## src/rtl/fp_alu_arbiter.sv

```systemverilog
`default_nettype none
// ============================================================================
// Module  : fp_alu_arbiter
// Brief   : Two-requester sequencer/arbiter around one shared combinational
//           FP ALU; sticky flag accumulation enabled by FP_ALU_ARB_STICKY_EN.
// Rev     : 1.0
// ============================================================================
module fp_alu_arbiter #(
    parameter int FIXED_PRIO = 0
) (
    input  logic        clk,
    input  logic        rst_n,

    input  logic        req0_valid,
    output logic        req0_ready,
    input  logic [31:0] req0_input1,
    input  logic [31:0] req0_input2,
    input  logic [1:0]  req0_oper,

    input  logic        req1_valid,
    output logic        req1_ready,
    input  logic [31:0] req1_input1,
    input  logic [31:0] req1_input2,
    input  logic [1:0]  req1_oper,

    output logic [31:0] alu_input1,
    output logic [31:0] alu_input2,
    output logic [1:0]  alu_oper,
    input  logic [31:0] alu_result,
    input  logic        alu_overflow,
    input  logic        alu_underflow,
    input  logic        alu_exception,

    output logic        resp_valid,
    input  logic        resp_ready,
    output logic        resp_id,
    output logic [31:0] resp_result,
    output logic        resp_overflow,
    output logic        resp_underflow,
    output logic        resp_exception,

    input  logic        flag_clr,
    output logic [2:0]  sticky_flags
);

    typedef enum logic [1:0] {
        ST_IDLE = 2'd0,
        ST_EXEC = 2'd1,
        ST_RESP = 2'd2
    } state_t;

    state_t      r_state;
    state_t      w_state_nxt;

    logic        r_last_grant;
    logic        w_grant;
    logic        w_idle;
    logic        w_accept;
    logic        w_capture;

    logic [31:0] r_alu_input1;
    logic [31:0] r_alu_input2;
    logic [1:0]  r_alu_oper;

    logic        r_resp_valid;
    logic        r_resp_id;
    logic [31:0] r_resp_result;
    logic        r_resp_overflow;
    logic        r_resp_underflow;
    logic        r_resp_exception;

    // Requester 0 wins a conflict unless round-robin says it was served last.
    always_comb begin
        w_grant = 1'b0;
        if (req0_valid && req1_valid) begin
            w_grant = (FIXED_PRIO != 0) ? 1'b0 : ~r_last_grant;
        end else begin
            w_grant = req1_valid;
        end
    end

    assign w_idle     = rst_n && (r_state == ST_IDLE);
    assign req0_ready = w_idle && req0_valid && !w_grant;
    assign req1_ready = w_idle && req1_valid && w_grant;
    assign w_accept   = req0_ready || req1_ready;
    assign w_capture  = (r_state == ST_EXEC);

    always_comb begin
        w_state_nxt = r_state;
        case (r_state)
            ST_IDLE: if (w_accept)   w_state_nxt = ST_EXEC;
            ST_EXEC:                 w_state_nxt = ST_RESP;
            ST_RESP: if (resp_ready) w_state_nxt = ST_IDLE;
            default:                 w_state_nxt = ST_IDLE;
        endcase
    end

    always_ff @(posedge clk) begin
        if (!rst_n) begin
            r_state      <= ST_IDLE;
            r_last_grant <= 1'b1;
        end else begin
            r_state <= w_state_nxt;
            if (w_accept) begin
                r_last_grant <= w_grant;
            end
        end
    end

    // Operand registers keep their last value so the ALU inputs stay quiet.
    always_ff @(posedge clk) begin
        if (!rst_n) begin
            r_alu_input1 <= 32'd0;
            r_alu_input2 <= 32'd0;
            r_alu_oper   <= 2'd0;
            r_resp_id    <= 1'b0;
        end else if (w_accept) begin
            r_alu_input1 <= w_grant ? req1_input1 : req0_input1;
            r_alu_input2 <= w_grant ? req1_input2 : req0_input2;
            r_alu_oper   <= w_grant ? req1_oper   : req0_oper;
            r_resp_id    <= w_grant;
        end
    end

    always_ff @(posedge clk) begin
        if (!rst_n) begin
            r_resp_valid     <= 1'b0;
            r_resp_result    <= 32'd0;
            r_resp_overflow  <= 1'b0;
            r_resp_underflow <= 1'b0;
            r_resp_exception <= 1'b0;
        end else if (w_capture) begin
            r_resp_valid     <= 1'b1;
            r_resp_result    <= alu_result;
            r_resp_overflow  <= alu_overflow;
            r_resp_underflow <= alu_underflow;
            r_resp_exception <= alu_exception;
        end else if ((r_state == ST_RESP) && resp_ready) begin
            r_resp_valid <= 1'b0;
        end
    end

`ifdef FP_ALU_ARB_STICKY_EN
    logic [2:0] r_sticky;

    // A capture in the same cycle as a clear keeps only that op's flags.
    always_ff @(posedge clk) begin
        if (!rst_n) begin
            r_sticky <= 3'b000;
        end else if (w_capture) begin
            r_sticky <= (flag_clr ? 3'b000 : r_sticky)
                      | {alu_overflow, alu_underflow, alu_exception};
        end else if (flag_clr) begin
            r_sticky <= 3'b000;
        end
    end

    assign sticky_flags = r_sticky;
`else
    logic w_unused_flag_clr;

    assign w_unused_flag_clr = flag_clr;
    assign sticky_flags      = 3'b000;
`endif

    assign alu_input1     = r_alu_input1;
    assign alu_input2     = r_alu_input2;
    assign alu_oper       = r_alu_oper;
    assign resp_valid     = r_resp_valid;
    assign resp_id        = r_resp_id;
    assign resp_result    = r_resp_result;
    assign resp_overflow  = r_resp_overflow;
    assign resp_underflow = r_resp_underflow;
    assign resp_exception = r_resp_exception;

    a_one_ready : assert property (@(posedge clk) disable iff (!rst_n)
        !(req0_ready && req1_ready));

    a_ready_only_idle : assert property (@(posedge clk) disable iff (!rst_n)
        (req0_ready || req1_ready) |-> (r_state == ST_IDLE));

    a_resp_hold : assert property (@(posedge clk) disable iff (!rst_n)
        (resp_valid && !resp_ready) |=>
            (resp_valid && $stable(resp_result) && $stable(resp_id)));

endmodule
`default_nettype wire

```

## config.mk

```make
export PLATFORM = sky130hd
export DESIGN_NAME = fp_alu_arbiter
export DESIGN_NICKNAME = d
export VERILOG_FILES = /design/src/rtl/fp_alu_arbiter.sv
export SDC_FILE = /design/constraint.sdc
export NUM_CORES = 1
export LEC_CHECK = 0
export BUFFER_PORTS_ARGS = -buffer_cell sky130_fd_sc_hd__buf_2
export CORE_MARGIN = 5
export CORE_UTILIZATION = 46
export DETAILED_ROUTE_END_ITERATION = 10
export PLACE_DENSITY = 0.88
export REMOVE_ABC_BUFFERS = 1
export SLEW_MARGIN = 25
export SYNTH_ARGS = -nofsm -noshare
export SYNTH_HDL_FRONTEND = slang
export SYNTH_SLANG_ARGS = --single-unit
```

## constraint.sdc

```tcl
create_clock -name clk -period 2.9 [get_ports clk]
set_clock_uncertainty 0.1 [all_clocks]
set_input_delay 0.58 -clock clk [delete_from_list [all_inputs] [get_ports clk]]
set_output_delay 0.58 -clock clk [all_outputs]
set_load 0.03 [all_outputs]
```

* After elaboration in Yosys (flattened, before gate mapping)
Index checks and enable logic that the tools add are counted.
** Operators by class
- Multiplexer cells :: 9
- Reductions and logical operators :: 12
- Equality and inequality tests :: 4
- Bitwise gates (word level) :: 1
** Operators with widths (count)
- $mux W32 :: 2
- $logic_and A1 B1 Y1 :: 7
- $mux W2 :: 3
- $pmux W2 S3 :: 1
- $ne A2 B2 Y1 const B :: 2
- $mux W1 :: 3
- $eq A2 B1 Y1 const B :: 1
- $eq A2 B2 Y1 const B :: 1
- $logic_not A2 Y1 :: 1
- $reduce_and A2 Y1 :: 1
- $reduce_bool A2 Y1 :: 1
- $logic_not A1 Y1 :: 1
- $logic_or A1 B1 Y1 :: 1
- $not A1 Y1 :: 1
** Storage, ports and cells
- Flip-flop bits (word level) :: 106
- Output and inout bits :: 108

* Depth between registers and ports, before layout
Gate-level depths: netlist of run 1.
- Word-level depth :: 7
- Mapped depth :: 6
- Depth with buffers taken out :: 3

* Worst setup path before layout of run 1
Ideal clock, no wire load.
- Path type :: input port to output port
- From :: in req0_valid
- To :: out req0_ready
- Data required time :: 2.220 ns
- Stages on the path :: 4
- Path buffers :: 2
- Data arrival time :: 1.919 ns
- Setup slack :: 0.301 ns
- Cells stage by stage :: or3b_1 buf_2 clkbuf_1 nor3_1
** Between the ends
- Longest elaborated chain between the ends :: 4
- Elaborated cells between the ends (all ways) :: 5
** RTL lines
- start: declaration :: RTL line 14 : input logic req0_valid,
- $logic_and A1 B1 Y1 :: RTL line 75 : if (req0_valid && req1_valid) begin
- $mux W1 :: RTL line 75
- $logic_not A1 Y1 :: RTL line 83 : assign req0_ready = w_idle && req0_valid && !w_grant;
- $logic_and A1 B1 Y1 * :: RTL line 83
- end: declaration :: RTL line 15 : output logic req0_ready,
Mark *: on every way between the ends. The rest lies on a longest branch, timed or not.

* Final worst setup path of run 1
- From :: reg r_state[1]
- To :: out req1_ready
** Between the ends
- Longest elaborated chain between the ends :: 4
** RTL lines
- start: declaration :: RTL line 52 : state_t r_state;
- start signal: assignment :: RTL line 103 : r_state <= w_state_nxt;
- $logic_not A2 Y1 :: RTL line 82 : assign w_idle = rst_n && (r_state == ST_IDLE);
- $logic_and A1 B1 Y1 :: RTL line 82
- $logic_and A1 B1 Y1 (2 in a row) :: RTL line 84 : assign req1_ready = w_idle && req1_valid && w_grant;
- end: declaration :: RTL line 21 : output logic req1_ready,
No other way between the ends.

==> results of run 1 <==
-- power breakdown --
group          switching (mW)  leakage [nW]  total (mW)  internal [mW]
Sequential             0.0831         0.877        1.69           1.61
Clock                   0.513         0.103       0.938          0.425
Combinational           0.680          1.80        1.05          0.371
Total                    1.28          2.78        3.68           2.41
-- tightest hold or removal path, stage by stage --
cell,delay [ps]
buf_2,90
nand2_1,40
a21oi_1,50
-- synth_stat cells --
master    instances
nor4_1            1
or3b_1            1
conb_1            1
inv_1             1
nand2_1          72
buf_2             2
o21ai_0           1
a21oi_1          37
nor2b_1           2
nor2_1            3
buf_1             2
buf_4             3
o211ai_1          1
and2_1            1
or3_1           132
or3b_2            1
o2111a_1         66
clkbuf_1         48
nand2b_1          1
nand3b_1          1
dfxtp_1         106
or2_2             1
buf_6             4
or3b_4            1
nor3_1            2
-- logic make-up (layout without fill, tap and decap cells) --
group / Yosys count / count (layout)
simple gates: 219 / 219
flops: 106 / 106
compound gates: 105 / 105
buf+inv: 60 / 303
other cells: 1 / 5
-- worst paths after layout --
check	startpoint	endpoint	slack, ps	cells past startpoint
min	alu_result[29]	resp_result[29]$_SDFFE_PN0P_	340	3
max reg2reg	r_state[1]$_SDFFE_PN0P_	alu_input2[2]$_SDFFE_PN0P_	820	4
min reg2reg	resp_result[29]$_SDFFE_PN0P_	resp_result[29]$_SDFFE_PN0P_	360	2
max	r_state[1]$_SDFFE_PN0P_	req1_ready	420	4
-- final cells by class --
cell class / count / area [um2]
Fill cell: 818 / 3550
Multi-Input combinational cell: 327 / 2158
Sequential cell: 106 / 2122
Timing Repair Buffer: 286 / 1476
Tap cell: 133 / 166.4
Clock buffer: 10 / 137.6
Clock inverter: 6 / 65.06
Antenna cell: 2 / 5.005
Inverter: 1 / 3.754
-- metal layers --
metal / up-vias / global-route usage, % / share of wire [%]
met4: 0 / 15.32 / 4.2
met5: - / 0 / 0
li1: 2289 / - / -
met1: 2283 / 30.67 / 38
met3: 58 / 5.388 / 7.6
met2: 234 / 43.29 / 50
-- sequential cells by signal, indices dropped and copies added (netlist names) --
register and count:
resp_exception 1, resp_id 1, resp_valid 1, r_last_grant 1
r_state 2, resp_result 32, alu_input2 32, alu_oper 2
resp_overflow 1, alu_input1 32, resp_underflow 1
-- placed cells by master (no fill, tap or decap), types with 2 or more instances in the layout --
master and count:
buf_2 276, a21oi_1 37, clkinv_2 2, dfxtp_1 106, o2111a_1 66, or3b_2 2
diode_2 2, or3_1 132, nor2_1 3, clkbuf_8 10, conb_1 3, nand2_1 72
buf_4 9
-- metrics by stage --
stage | total power, mW | setup TNS (ps) | setup WS [ps] | hold slack (ps) | cell area, um2
after CTS | 3.715 | 0 | 395.1 | 318.1 | 6130
after global routing | 3.863 | 0 | 325.5 | 320.9 | 6135
after detailed placement | 2.780 | 0 | 535.6 | 345.7 | 5927
after floorplan | 2.347 | -102880 | -1556 | 384.7 | 4269
final | 3.683 | 0 | 421.4 | 338.0 | 6135
after global placement | 2.731 | 0 | 263.3 | 338.7 | 5899
==> flow_summary.ini, run 1 <==
[critical_path]
worstPathCellList = or3b_4 > or2_2 > nor2_1 > buf_2
cpPeakStageDelay_ps = 430
worst-setup-path-type = reg2out
cp_num_buf_inv = 1
cp_max_fo = 8
worst_path_dominant_cell_family = simple AND/OR/NAND/NOR gates
startpoint_type = flop
arrival_ps = 1800
critPathCaptureType = output pin
cp.required_ps = 2220
crit_slowest_cell = or3b_4

[clock_network]
insertion_delay_ps = 360
clock-root-buffer = clkbuf_8
cts_hold_buffers = 0
postCtsResizedCells = 0
cts_buffer_depth = 2
cts_max_level = 3
cts_tree = done
post_cts_buffers = 0
cts.sinks = 106
cts.clk_slew.worst_paths_ps = 100
cts_buffers = 9

[yosys]
synth_simple_gate_area_share_pct = 26.31
synth.cell_area_mm2 = 0.004527
synth_fa_ha_area_share_pct = 0
ys_types = 25
netlist.area_leader.share_pct = 46.88
synth_warnings = 0
synth-compound-area-share_pct = 20.78
yosys_register_bits = 106
synth_xor_area_share_pct = 0
ys_seq_area_share_pct = 46.88
synthMuxAreaShare_pct = 0
synth_area_leader_cell = dfxtp_1
synthCells = 491
netlist_top_cells_area = dfxtp_1 47%, or3_1 18%, o2111a_1 16%
syn_area_per_cell_um2 = 9.220
synth_top_family_by_area = simple AND/OR/NAND/NOR gates

[cells_and_area]
finalNetCount = 904
utilization_pct = 63.35
instances_no_fill = 871
syn_to_final_growth_pct = 35.52
drive_gt1_share_pct = 41.98

[run]
cap_viol_max_count = 0

[routing]
avgViaCountPerCell = 5.584
wl_per_cell_um = 18.28
vias = 4864
ant_nets = 0
drc_errors = 0
dr.pass1.iters = 7
first_iter_violations = 446
finalWirelength_mm = 15.92

[sta]
hold_viol_final = 0
rsz0062_at_grt = false
setup_viol = 0
min_period_over_period_pct = 85.47
maxSlewViolCount = 0
fmax_mhz = 403.5
slew_headroom_pct = 52.04
period_minus_slack_ps = 2479
worst_pin_slew_ps = 719.4

[placement]
dp.cells = 853
hpwlAfterDp_mm = 11.37
place_congestion = 0.8468
port_buffers = 276

[die]
die-area_mm2 = 0.01192
io_pins = 281
die_w_um = 109.2
start_util_pct = 46.74
row_count = 36
die_h_um = 109.2
core_area_mm2 = 0.009684

[power]
power_leakage_nw = 2.778
p_per_area_mw_per_mm2 = 600.3
ir_drop_v = 0.0003521

[grt]
antenna_found_initial = 2
gr-total-overflow = 0
grt_pass1_wl_mm = 24.25
grtUsageTotal_pct = 25.93
grt_max_degree = 69
grt_pass1_vias = 4790

[status]
status = completed

[min_path]
hold_class = in2reg
Power figures use the tool's default switching activity.
==> run 2, diff against run 1 <==
--- a/config.mk
+++ b/config.mk
@@ -6,11 +6,12 @@
 export NUM_CORES = 1
 export LEC_CHECK = 0
 export BUFFER_PORTS_ARGS = -buffer_cell sky130_fd_sc_hd__buf_2
-export CORE_MARGIN = 5
-export CORE_UTILIZATION = 46
+export CORE_AREA = 5 5 107 109
+export CTS_BUF_LIST = sky130_fd_sc_hd__clkbuf_4 sky130_fd_sc_hd__clkbuf_8
+export CTS_CLUSTER_SIZE = 12
 export DETAILED_ROUTE_END_ITERATION = 10
-export PLACE_DENSITY = 0.88
-export REMOVE_ABC_BUFFERS = 1
+export DIE_AREA = 0 0 112 114
+export PLACE_DENSITY = 0.85
 export SLEW_MARGIN = 25
 export SYNTH_ARGS = -nofsm -noshare
 export SYNTH_HDL_FRONTEND = slang
==> flow_summary.ini, run 2 (synthesis gave the netlist of run 1 again) <==
[sta]
period_minus_slack_ps = 2505
setup_viol = 0
worst_pin_slew_ps = 725.4
finalSetupTns_ps = 0
maxSlewViolCount = 0
hold_viol_final = 0
final.setup.worst_slack_ps = 395.2
min_period_over_period_pct = 86.37
fmax_mhz = 399.2
rsz0062_at_grt = false
slew_headroom_pct = 51.64

[cells_and_area]
finalNetCount = 904
utilization_pct = 58.49
diodes = 0
drive_gt1_share_pct = 42.12
fin_area_mm2 = 0.006146
final_cell_mix = 276 x buf_2, 132 x or3_1, 106 x dfxtp_1
layout_commonest_cell = buf_2
syn_to_final_growth_pct = 35.77

[critical_path]
critPathCaptureType = output pin
critPathLaunch = r_state[1]$_SDFFE_PN0P_
cp.required_ps = 2220
crit_slowest_cell = or3b_4
cpPeakStageDelay_ps = 420
worstPathCellList = or3b_4 > or2_2 > nor2_1 > buf_2
cp_max_fo = 8
r2r_start = r_state[1]$_SDFFE_PN0P_
worst_path_dominant_cell_family = simple AND/OR/NAND/NOR gates
cp_num_buf_inv = 1
startpoint_type = flop
worst-setup-path-type = reg2out
r2r_setup_slack_ps = 860
arrival_ps = 1820

[die]
die_w_um = 112
die-area_mm2 = 0.01277
row_count = 38
start_util_pct = 43.08
core_area_mm2 = 0.01051
die_h_um = 114
io_pins = 281

[clock_network]
insertion_delay_ps = 360
cts_max_level = 3
cts_tree = done
cts_buffers = 9
post_cts_buffers = 0
cts_hold_buffers = 0
cts.clk_slew.worst_paths_ps = 110
clock-root-buffer = clkbuf_8
postCtsResizedCells = 0
cts.sinks = 106
cts_buffer_depth = 2

[placement]
placed_cell_area_mm2 = 0.005937
dp_slack_ps = 498.3
hpwlAfterDp_mm = 10.95
port_buffers = 276
place_congestion = 0.8712

[grt]
antenna_found_initial = 0
gr-total-overflow = 0
grt_pass1_vias = 4829
grt_pass1_wl_mm = 23.35
grtUsageTotal_pct = 22.18
grt_max_degree = 69

[routing]
avgViaCountPerCell = 5.419
met1_length_mm = 5.629
ant_nets = 0
dr.max_layer_used = met4
vias = 4747
drc_errors = 0
wl_met2_mm = 7.514
finalWirelength_mm = 14.93
dr.pass1.iters = 4
wl_per_cell_um = 17.05
wl_met3_mm = 1.301
first_iter_violations = 311

[power]
power_leakage_nw = 2.776
ir_drop_v = 0.0003260
p_per_area_mw_per_mm2 = 599.8

[min_path]
hold_class = in2reg
hp-start = alu_result[29]

[status]
status = completed

[run]
cap_viol_max_count = 0
[run 2: worst paths after layout]
kind,end,cells past startpoint
worst min-delay path,resp_result[29]$_SDFFE_PN0P_,3
worst max register to register,alu_input2[1]$_SDFFE_PN0P_,4
worst min register to register,resp_result[21]$_SDFFE_PN0P_,2
worst max-delay path,req1_ready,4
[run 2: worst min-delay path, cell delays in order]
cell	delay, ps
buf_2	100
nand2_1	40
a21oi_1	50
[run 2: where the power goes]
part	switching, mW	leakage [nW]	internal [mW]
Combinational	0.668	1.80	0.371
Clock	0.522	0.0999	0.432
Sequential	0.0830	0.877	1.61
Total	1.27	2.78	2.41
[run 2: routing by layer]
| layer | vias up | global-route usage, % |
|---|---|---|
| li1 | 2284 | - |
| met1 | 2200 | 25.07 |
| met2 | 217 | 39.13 |
| met3 | 46 | 6.101 |
| met4 | 0 | 9.936 |
| met5 | - | 0 |
[run 2: stage by stage]
step                      total power [mW]  std cells  hold slack (ps)
after floorplan                      2.404        493            384.7
after global placement               2.728        859            338.8
after detailed placement             2.775        860            343.2
after CTS                            3.727        876            318.9
after global routing                 3.873        876            330.4
final                                3.687        876            342.5
[run 2: area by class of cell]
type / instances / area, um2
fillers: 951 / 4362
multi-input cells: 327 / 2160
flip-flops and latches: 106 / 2122
repair buffers: 286 / 1476
well taps: 140 / 175.2
clock buffers: 10 / 137.6
clock inverters: 6 / 71.32
inverters: 1 / 3.754
